`src/rtl/raster_pkg.sv`:
```
// Shared raster timing constants and the 9-bit count type.
package raster_pkg;

  localparam int unsigned CNT_W = 9;

  typedef logic [CNT_W-1:0] count_t;

  localparam count_t DEF_H_START     = 9'h080;
  localparam count_t DEF_H_SYNC_END  = 9'h0A0;
  localparam count_t DEF_H_VIS_START = 9'h0C0;
  localparam count_t DEF_V_START     = 9'h0F8;
  localparam count_t DEF_V_SYNC_END  = 9'h100;
  localparam count_t DEF_V_VIS_START = 9'h110;
  localparam count_t DEF_V_VIS_END   = 9'h1F0;

  // Counters run from the start value up to all-ones, so period = 512 - start.
  localparam int unsigned H_TOTAL = 512 - int'(DEF_H_START);
  localparam int unsigned V_TOTAL = 512 - int'(DEF_V_START);

endpackage

```
`src/rtl/raster_cnt9.sv`:
```
// 9-bit load/count cell: counts on carry-in, reloads START after all-ones.
module raster_cnt9
  import raster_pkg::*;
#(
  parameter count_t START = '0
) (
  input  logic       clk,
  input  logic       rst_n,
  input  logic       ci,
  output logic [8:0] q,
  output logic [8:0] nxt_c,
  output logic       co_c
);

  assign co_c = ci && (q == 9'h1FF);

  always_comb begin
    nxt_c = q;
    if (ci) nxt_c = co_c ? START : count_t'(q + 9'd1);
  end

  always_ff @(posedge clk or negedge rst_n) begin
    if (!rst_n) q <= START;
    else        q <= nxt_c;
  end

endmodule

```
`src/rtl/raster_timing_gen.sv`:
```
// Raster timing: cascaded H/V counters with registered sync, blank and strobes.
// Optional line interrupt enabled by defining RASTER_LINE_IRQ_EN.
module raster_timing_gen
  import raster_pkg::*;
#(
  parameter count_t H_START     = DEF_H_START,
  parameter count_t H_SYNC_END  = DEF_H_SYNC_END,
  parameter count_t H_VIS_START = DEF_H_VIS_START,
  parameter count_t V_START     = DEF_V_START,
  parameter count_t V_SYNC_END  = DEF_V_SYNC_END,
  parameter count_t V_VIS_START = DEF_V_VIS_START,
  parameter count_t V_VIS_END   = DEF_V_VIS_END
) (
  input  logic       CK,
  input  logic       nCL,
  input  logic       CE,
`ifdef RASTER_LINE_IRQ_EN
  input  logic [8:0] IRQ_LINE,
  output logic       nLINE_IRQ,
`endif
  output logic [8:0] H_CNT,
  output logic [8:0] V_CNT,
  output logic       nHSYNC,
  output logic       nVSYNC,
  output logic       nHBLANK,
  output logic       nVBLANK,
  output logic       LINE_START,
  output logic       FRAME_START
);

  count_t h_nxt;
  count_t v_nxt;
  logic   hc;
  logic   vc;

  raster_cnt9 #(.START(H_START)) u_hcnt (
    .clk   (CK),
    .rst_n (nCL),
    .ci    (CE),
    .q     (H_CNT),
    .nxt_c (h_nxt),
    .co_c  (hc)
  );

  raster_cnt9 #(.START(V_START)) u_vcnt (
    .clk   (CK),
    .rst_n (nCL),
    .ci    (hc),
    .q     (V_CNT),
    .nxt_c (v_nxt),
    .co_c  (vc)
  );

  // Decode from the next count so the registered flags line up with the counters.
  always_ff @(posedge CK or negedge nCL) begin
    if (!nCL) begin
      nHSYNC      <= 1'b0;
      nVSYNC      <= 1'b0;
      nHBLANK     <= 1'b0;
      nVBLANK     <= 1'b0;
      LINE_START  <= 1'b0;
      FRAME_START <= 1'b0;
    end else begin
      LINE_START  <= hc;
      FRAME_START <= hc && vc;
      if (CE) begin
        nHSYNC  <= !(h_nxt < H_SYNC_END);
        nHBLANK <= !(h_nxt < H_VIS_START);
        nVSYNC  <= !(v_nxt < V_SYNC_END);
        nVBLANK <= !((v_nxt < V_VIS_START) || (v_nxt >= V_VIS_END));
      end
    end
  end

`ifdef RASTER_LINE_IRQ_EN
  // Lines outside the counted range can never match, so no IRQ fires for them.
  always_ff @(posedge CK or negedge nCL) begin
    if (!nCL) nLINE_IRQ <= 1'b1;
    else      nLINE_IRQ <= !(hc && (v_nxt == IRQ_LINE) && (IRQ_LINE >= V_START));
  end
`endif

endmodule

```
`config.mk`:
```
export PLATFORM = sky130hd
export DESIGN_NAME = raster_timing_gen
export DESIGN_NICKNAME = d
export VERILOG_FILES = /design/src/rtl/raster_pkg.sv /design/src/rtl/raster_cnt9.sv /design/src/rtl/raster_timing_gen.sv
export SDC_FILE = /design/constraint.sdc
export NUM_CORES = 1
export LEC_CHECK = 0
export ABC_AREA = 1
export BUFFER_PORTS_ARGS = -buffer_cell sky130_fd_sc_hd__buf_2
export CAP_MARGIN = 5
export CORE_UTILIZATION = 30
export DETAILED_ROUTE_END_ITERATION = 10
export GPL_TIMING_DRIVEN = 0
export HOLD_SLACK_MARGIN = 0.1
export PLACE_DENSITY_LB_ADDON = 0.15
export SYNTH_ARGS = -nofsm -noshare
export SYNTH_HDL_FRONTEND = slang
export SYNTH_SLANG_ARGS = --single-unit
```
`constraint.sdc`:
```
create_clock -name CK -period 2.8 [get_ports CK]
set_input_delay 0.28 -clock CK [delete_from_list [all_inputs] [get_ports CK]]
set_output_delay 0.28 -clock CK [all_outputs]
set_load 0.1 [all_outputs]
```
==> results of run 1 <==
-- layer usage --
metal,global-route usage (%),share of wire (%),routed length [um]
met1,18.3,49,1350
met2,22.4,46,1260
met3,2.07,3.9,107
met4,5.85,0.84,23
met5,0,0,0
-- power by group --
part           switching, mW  internal [mW]  leakage (nW)
registers             0.0642          0.421         0.289
clock network          0.113          0.102        0.0228
logic                  0.660          0.113         0.492
-- cells by family after synthesis --
kind of cell             count (synthesis)  share of synthesized area [%]
AO/OA/AOI/OAI                           15                           6.91
AND/OR/NAND/NOR                         87                           32.4
buffers and inverters                   23                           7.22
flip-flops                              24                           49.4
adder cells (fa/ha/maj)                  4                           4.07
-- placed cells by master (no fill, tap or decap), drive strengths merged, types with 6 or more instances in the layout --
cell and count:
a21oi 8, dfrtp 18, nor2 22, nand3 21, inv 21, nand2 37
dfstp 6, buf 28
-- final cells by class --
type,instances,area [sq um],share of cell area (%)
multi-input cells,106,534,36.2
inverters,21,78.8,5.34
repair buffers,27,140,9.49
well taps,48,60.1,4.07
clock buffers,4,45.0,3.05
flip-flops and latches,24,608,41.2
plain buffers,2,10.0,0.678
-- critical path, cell delays in order, from the launching register on --
cell and delay [ns]:
dfrtp_1 0.43, ha_1 0.21, nand3_1 0.13, nor4_1 0.22, ha_1 0.23, nand2_2 0.11, nor2_4 0.15, nand2_1 0.06
nand2_1 0.07, nand3_1 0.10, nor2_1 0.15, nand2_1 0.06, nand3_1 0.07, nand2_1 0.05
-- metrics by stage --
stage	util, %	area [sq um]	hold slack (ns)
CTS	38.9	1480	0.322
detailed placement	37.4	1420	0.307
global placement	37.4	1420	0.294
floorplan	-	1230	-0.0156
finish	38.9	1480	0.328
global route	38.9	1480	0.359
-- final timing paths --
kind / start / to / slack, ns / cells past startpoint
max: u_hcnt.q[1] / nVBLANK / 0.65 / 13
min: CE / u_hcnt.q[0] / 0.33 / 4
max reg2reg: u_hcnt.q[1] / nVBLANK / 0.65 / 13
min reg2reg: nVBLANK / nVBLANK / 0.48 / 2
max in group asynchronous: nCL / u_vcnt.q[4] / 1.90 / 2
min in group asynchronous: nCL / u_hcnt.q[2] / 0.52 / 2
-- flip-flops by register name (all words and copies together), names as in the netlist --
signal	flops
nHBLANK	1
u_vcnt.q	9
FRAME_START	1
nVSYNC	1
LINE_START	1
nHSYNC	1
u_hcnt.q	9
nVBLANK	1
==> run metrics, run 1 <==
Setup violations, final 0; asr flop ratio synth 100%; DRT antenna net count 0; sequential element share of the synthesized area 49.4%; Die X 66.1 um; Distinct cells, synth 23; H-tree levels 1; Placed Instances 227; Critical Path Source Type register; unrepaired setup endpoints after global routing false; Root Driver clkbuf_8; VDD IR max 0.000658 V; number of flops mapped to enable cells by yosys 0; routed via count 1099; Worst setup EP type register; worst-path maximum fanout 5; Max Root-Sink Buffers 2; cell with the most instances after synthesis nand2_1; number of filler cells placed in the layout 414; Max Clk Rate 0.466 GHz; initial antenna violation count 0; max_slew headroom 63.4%; Setup TNS 0 ns; worst hold path type in -> reg; clock slew at reported path FFs 0.09 ns; final hold vios 0; Yosys top cell area share 36.6%; # port buffers 26; total CTS buffers 3; Resize count post-CTS 0; I/O Pins 27; Detailed Route Iter0 Violations 65; layout cells sized above 1 25.5%; hold_buf cts 1; actual slew at the worst max-slew pin 0.549 ns; Tcrit/Tclk final 76.7%; Mapped Nets 160; Avg Inst Size Synth 8.05 sq um; post-DP HPWL 2020 um; layout net count 192; synthesized cell area 1230 sq um; critical path arrival 2.31 ns; outcome finished clean; Non-Filler Instances 232; Synth area leader dfrtp_1; CTS sink cnt 24; vias in the first global route 1016; leak pwr 0.804 nW; pin count of the biggest net entering global routing 25; Synth Register Bits 24; DP Worst Slack 0.677 ns; chip height 66.1 um; total track usage 13.9%; CTS tree done; worst skew pair latency 0.27 ns; Final WS setup 0.652 ns; postcts setup bufs 0; Area Overhead vs Synth 19.9%; Worst Path Class, Setup reg -> reg; top cells by area, synth dfrtp_1, dfstp_2, nand2_1; die area 4360 sq um; max cap viols 0; DRC Markers 0; max-slew violation count 0; ANT cells 0; first-pass GRT wire length 4570 um; gpl congestion 0.858; Pwr Density 998 nW/um^2; Worst Clk Skew 0.00663 ns; fin crit period 2.15 ns; drt via density 4.74; post-layout total power 1.47 mW; core area 3800 sq um; synth cell count leaders nand2_1, inv_1, nand3_1, nor2_1, dfrtp_1; WL/cell 11.8 um; Initial Util 32.4%; ys flop type dfrtp_1; synthesized instance count 153; total grt overflow 0; FP Rows 22; Ys Warns 0; wirelength, routed 2740 um; worst endpoint required time 2.96 ns; drt pass-1 iters 4
Note: power is estimated with default switching activity, not from simulation.
==> run 2, diff against run 1 <==
clock period = 1.9 ns   (was 2.8 ns; I/O delays follow)
==> run metrics, run 2 (synthesized netlist as in run 1, its figures left out) <==
Detailed Route Iter0 Violations 47; max cap viols 0; wirelength, routed 2770 um; Final WS setup -0.109 ns; worst hold path type in -> reg; Setup violations, final 1; outcome finished with violations; Worst Clk Skew 0.00777 ns; critical path arrival 2.17 ns; total grt overflow 0; CTS sink cnt 24; layout cells sized above 1 39.5%; die area 4360 sq um; final hold vios 0; leak pwr 0.864 nW; drt via density 4.82; total CTS buffers 3; Reg-to-Reg Start u_hcnt.q[7]; FF/Latch Area 661 sq um; Placed Instances 227; pin count of the biggest net entering global routing 25; worst-path maximum fanout 5; Area Overhead vs Synth 35.2%; post-DP HPWL 2060 um; WL/cell 11.7 um; Regs by FF count u_hcnt.q (9), u_vcnt.q (9); VDD IR max 0.000834 V; FP Rows 22; core area 3800 sq um; Pwr Density 1390 nW/um^2; most frequent cells in the layout nand2_1, buf_2, inv_1, nor2_1, nand3_1; worst hold path stage count 4; Max Root-Sink Buffers 2; Initial Util 32.4%; most common cell after layout, fill and taps aside nand2_1; Die X 66.1 um; CTS tree done; number of filler cells placed in the layout 386; vias in the first global route 1115; gpl congestion 0.806; Non-Filler Instances 238; worst skew pair latency 0.27 ns; design area 1660 sq um; first-pass GRT wire length 4900 um; Hold Path End u_hcnt.q[0]; DRT antenna net count 0; drt pass-1 iters 4; unrepaired setup endpoints after global routing true; chip height 66.1 um; Root Driver clkbuf_8; post-placement cell area 1530 sq um; hold path startpoint CE; actual slew at the worst max-slew pin 0.545 ns; layout net count 198; reg-to-reg critical path endpoint nVBLANK; Worst setup EP type register; Multi-input gate area 622 sq um; worst endpoint required time 2.06 ns; Max Clk Rate 0.498 GHz; DRC Markers 0; Worst Path Class, Setup reg -> reg; max-slew violation count 0; initial antenna violation count 0; DP Worst Slack -0.128 ns; max_slew headroom 63.6%; total track usage 14.6%; fin crit period 2.01 ns; clock slew at reported path FFs 0.09 ns; Final Core Density 43.8%; R2R Setup Slk -0.11 ns; H-tree levels 1; WHS 0.255 ns; ANT cells 0; I/O Pins 27; Critical Path Source Type register; Tcrit/Tclk final 106%; R2R depth 12; # port buffers 26; failing checks setup timing; routed via count 1148
run 2: changes by cell type in the layout (fill, tap and decap cells not counted), moves of 3 or more:
| cell | before | now |
|---|---|---|
| nand3_1 | 19 | 16 |
| dfstp_2 | 6 | 0 |
| buf_4 | 0 | 6 |
| dfrtp_4 | 0 | 7 |
| dfrtp_2 | 0 | 3 |
| ha_1 | 4 | 1 |
| dfstp_4 | 0 | 6 |
| dfrtp_1 | 18 | 8 |
run 2: worst max path at each step:
stage | start | end | cells after the start
after floorplan | u_hcnt.q[1] | nVBLANK | 13
after global placement | u_hcnt.q[7] | nVBLANK | 12
after detailed placement | u_hcnt.q[7] | nVBLANK | 12
after CTS | u_hcnt.q[0] | nVBLANK | 13
after global routing | u_hcnt.q[7] | nVBLANK | 12
final | u_hcnt.q[7] | nVBLANK | 12
run 2: timing repair:
| item | CTS | global route |
|---|---|---|
| hold endpoints to repair | 18 | 0 |
| pin swaps | 9 | 6 |
| hold buffers | 1 | 0 |
| setup buffers | 5 | 1 |
| endpoints found under the setup margin | 2 | 6 |
| resized for setup | 5 | 3 |
run 2: stage by stage:
step	total power, mW	TNS, ns
after floorplan	1.75	-0.309
after global placement	1.93	-0.121
after detailed placement	1.94	-0.140
after CTS	2.34	-0.111
after global routing	2.44	-0.642
final	2.32	-0.109
run 2: cell type report:
| type | count | area share, % |
|---|---|---|
| Buffer | 2 | 0.602 |
| Clock buffer | 4 | 2.71 |
| Inverter | 21 | 4.89 |
| Multi-Input combinational cell | 106 | 37.4 |
| Sequential cell | 24 | 39.7 |
| Tap cell | 48 | 3.61 |
| Timing Repair Buffer | 33 | 11.1 |
run 2: layer usage:
layer | vias up | share of wire, % | track usage [%] | wire [um]
met5 | - | 0 | 0 | 0
met2 | 23 | 46 | 22.6 | 1270
li1 | 572 | - | - | -
met1 | 551 | 49 | 19.7 | 1370
met4 | 0 | 0.83 | 6.12 | 23
met3 | 2 | 3.9 | 2.76 | 107
run 2: critical path: stages (launching register included):
cell      delay (ns)
dfstp_4         0.62
inv_2           0.05
nor4_4          0.20
ha_2            0.24
nand2_4         0.09
nor2_4          0.17
nand3b_1        0.14
inv_1           0.07
nor2_1          0.04
nor2_1          0.09
nand2_1         0.06
nand3_1         0.08
nand2_1         0.05
run 2: report_power, final:
part / internal [mW] / leakage (nW) / switching (mW) / total (mW)
logic: 0.226 / 0.557 / 1.02 / 1.24
clock network: 0.150 / 0.0228 / 0.164 / 0.314
registers: 0.660 / 0.284 / 0.0997 / 0.759
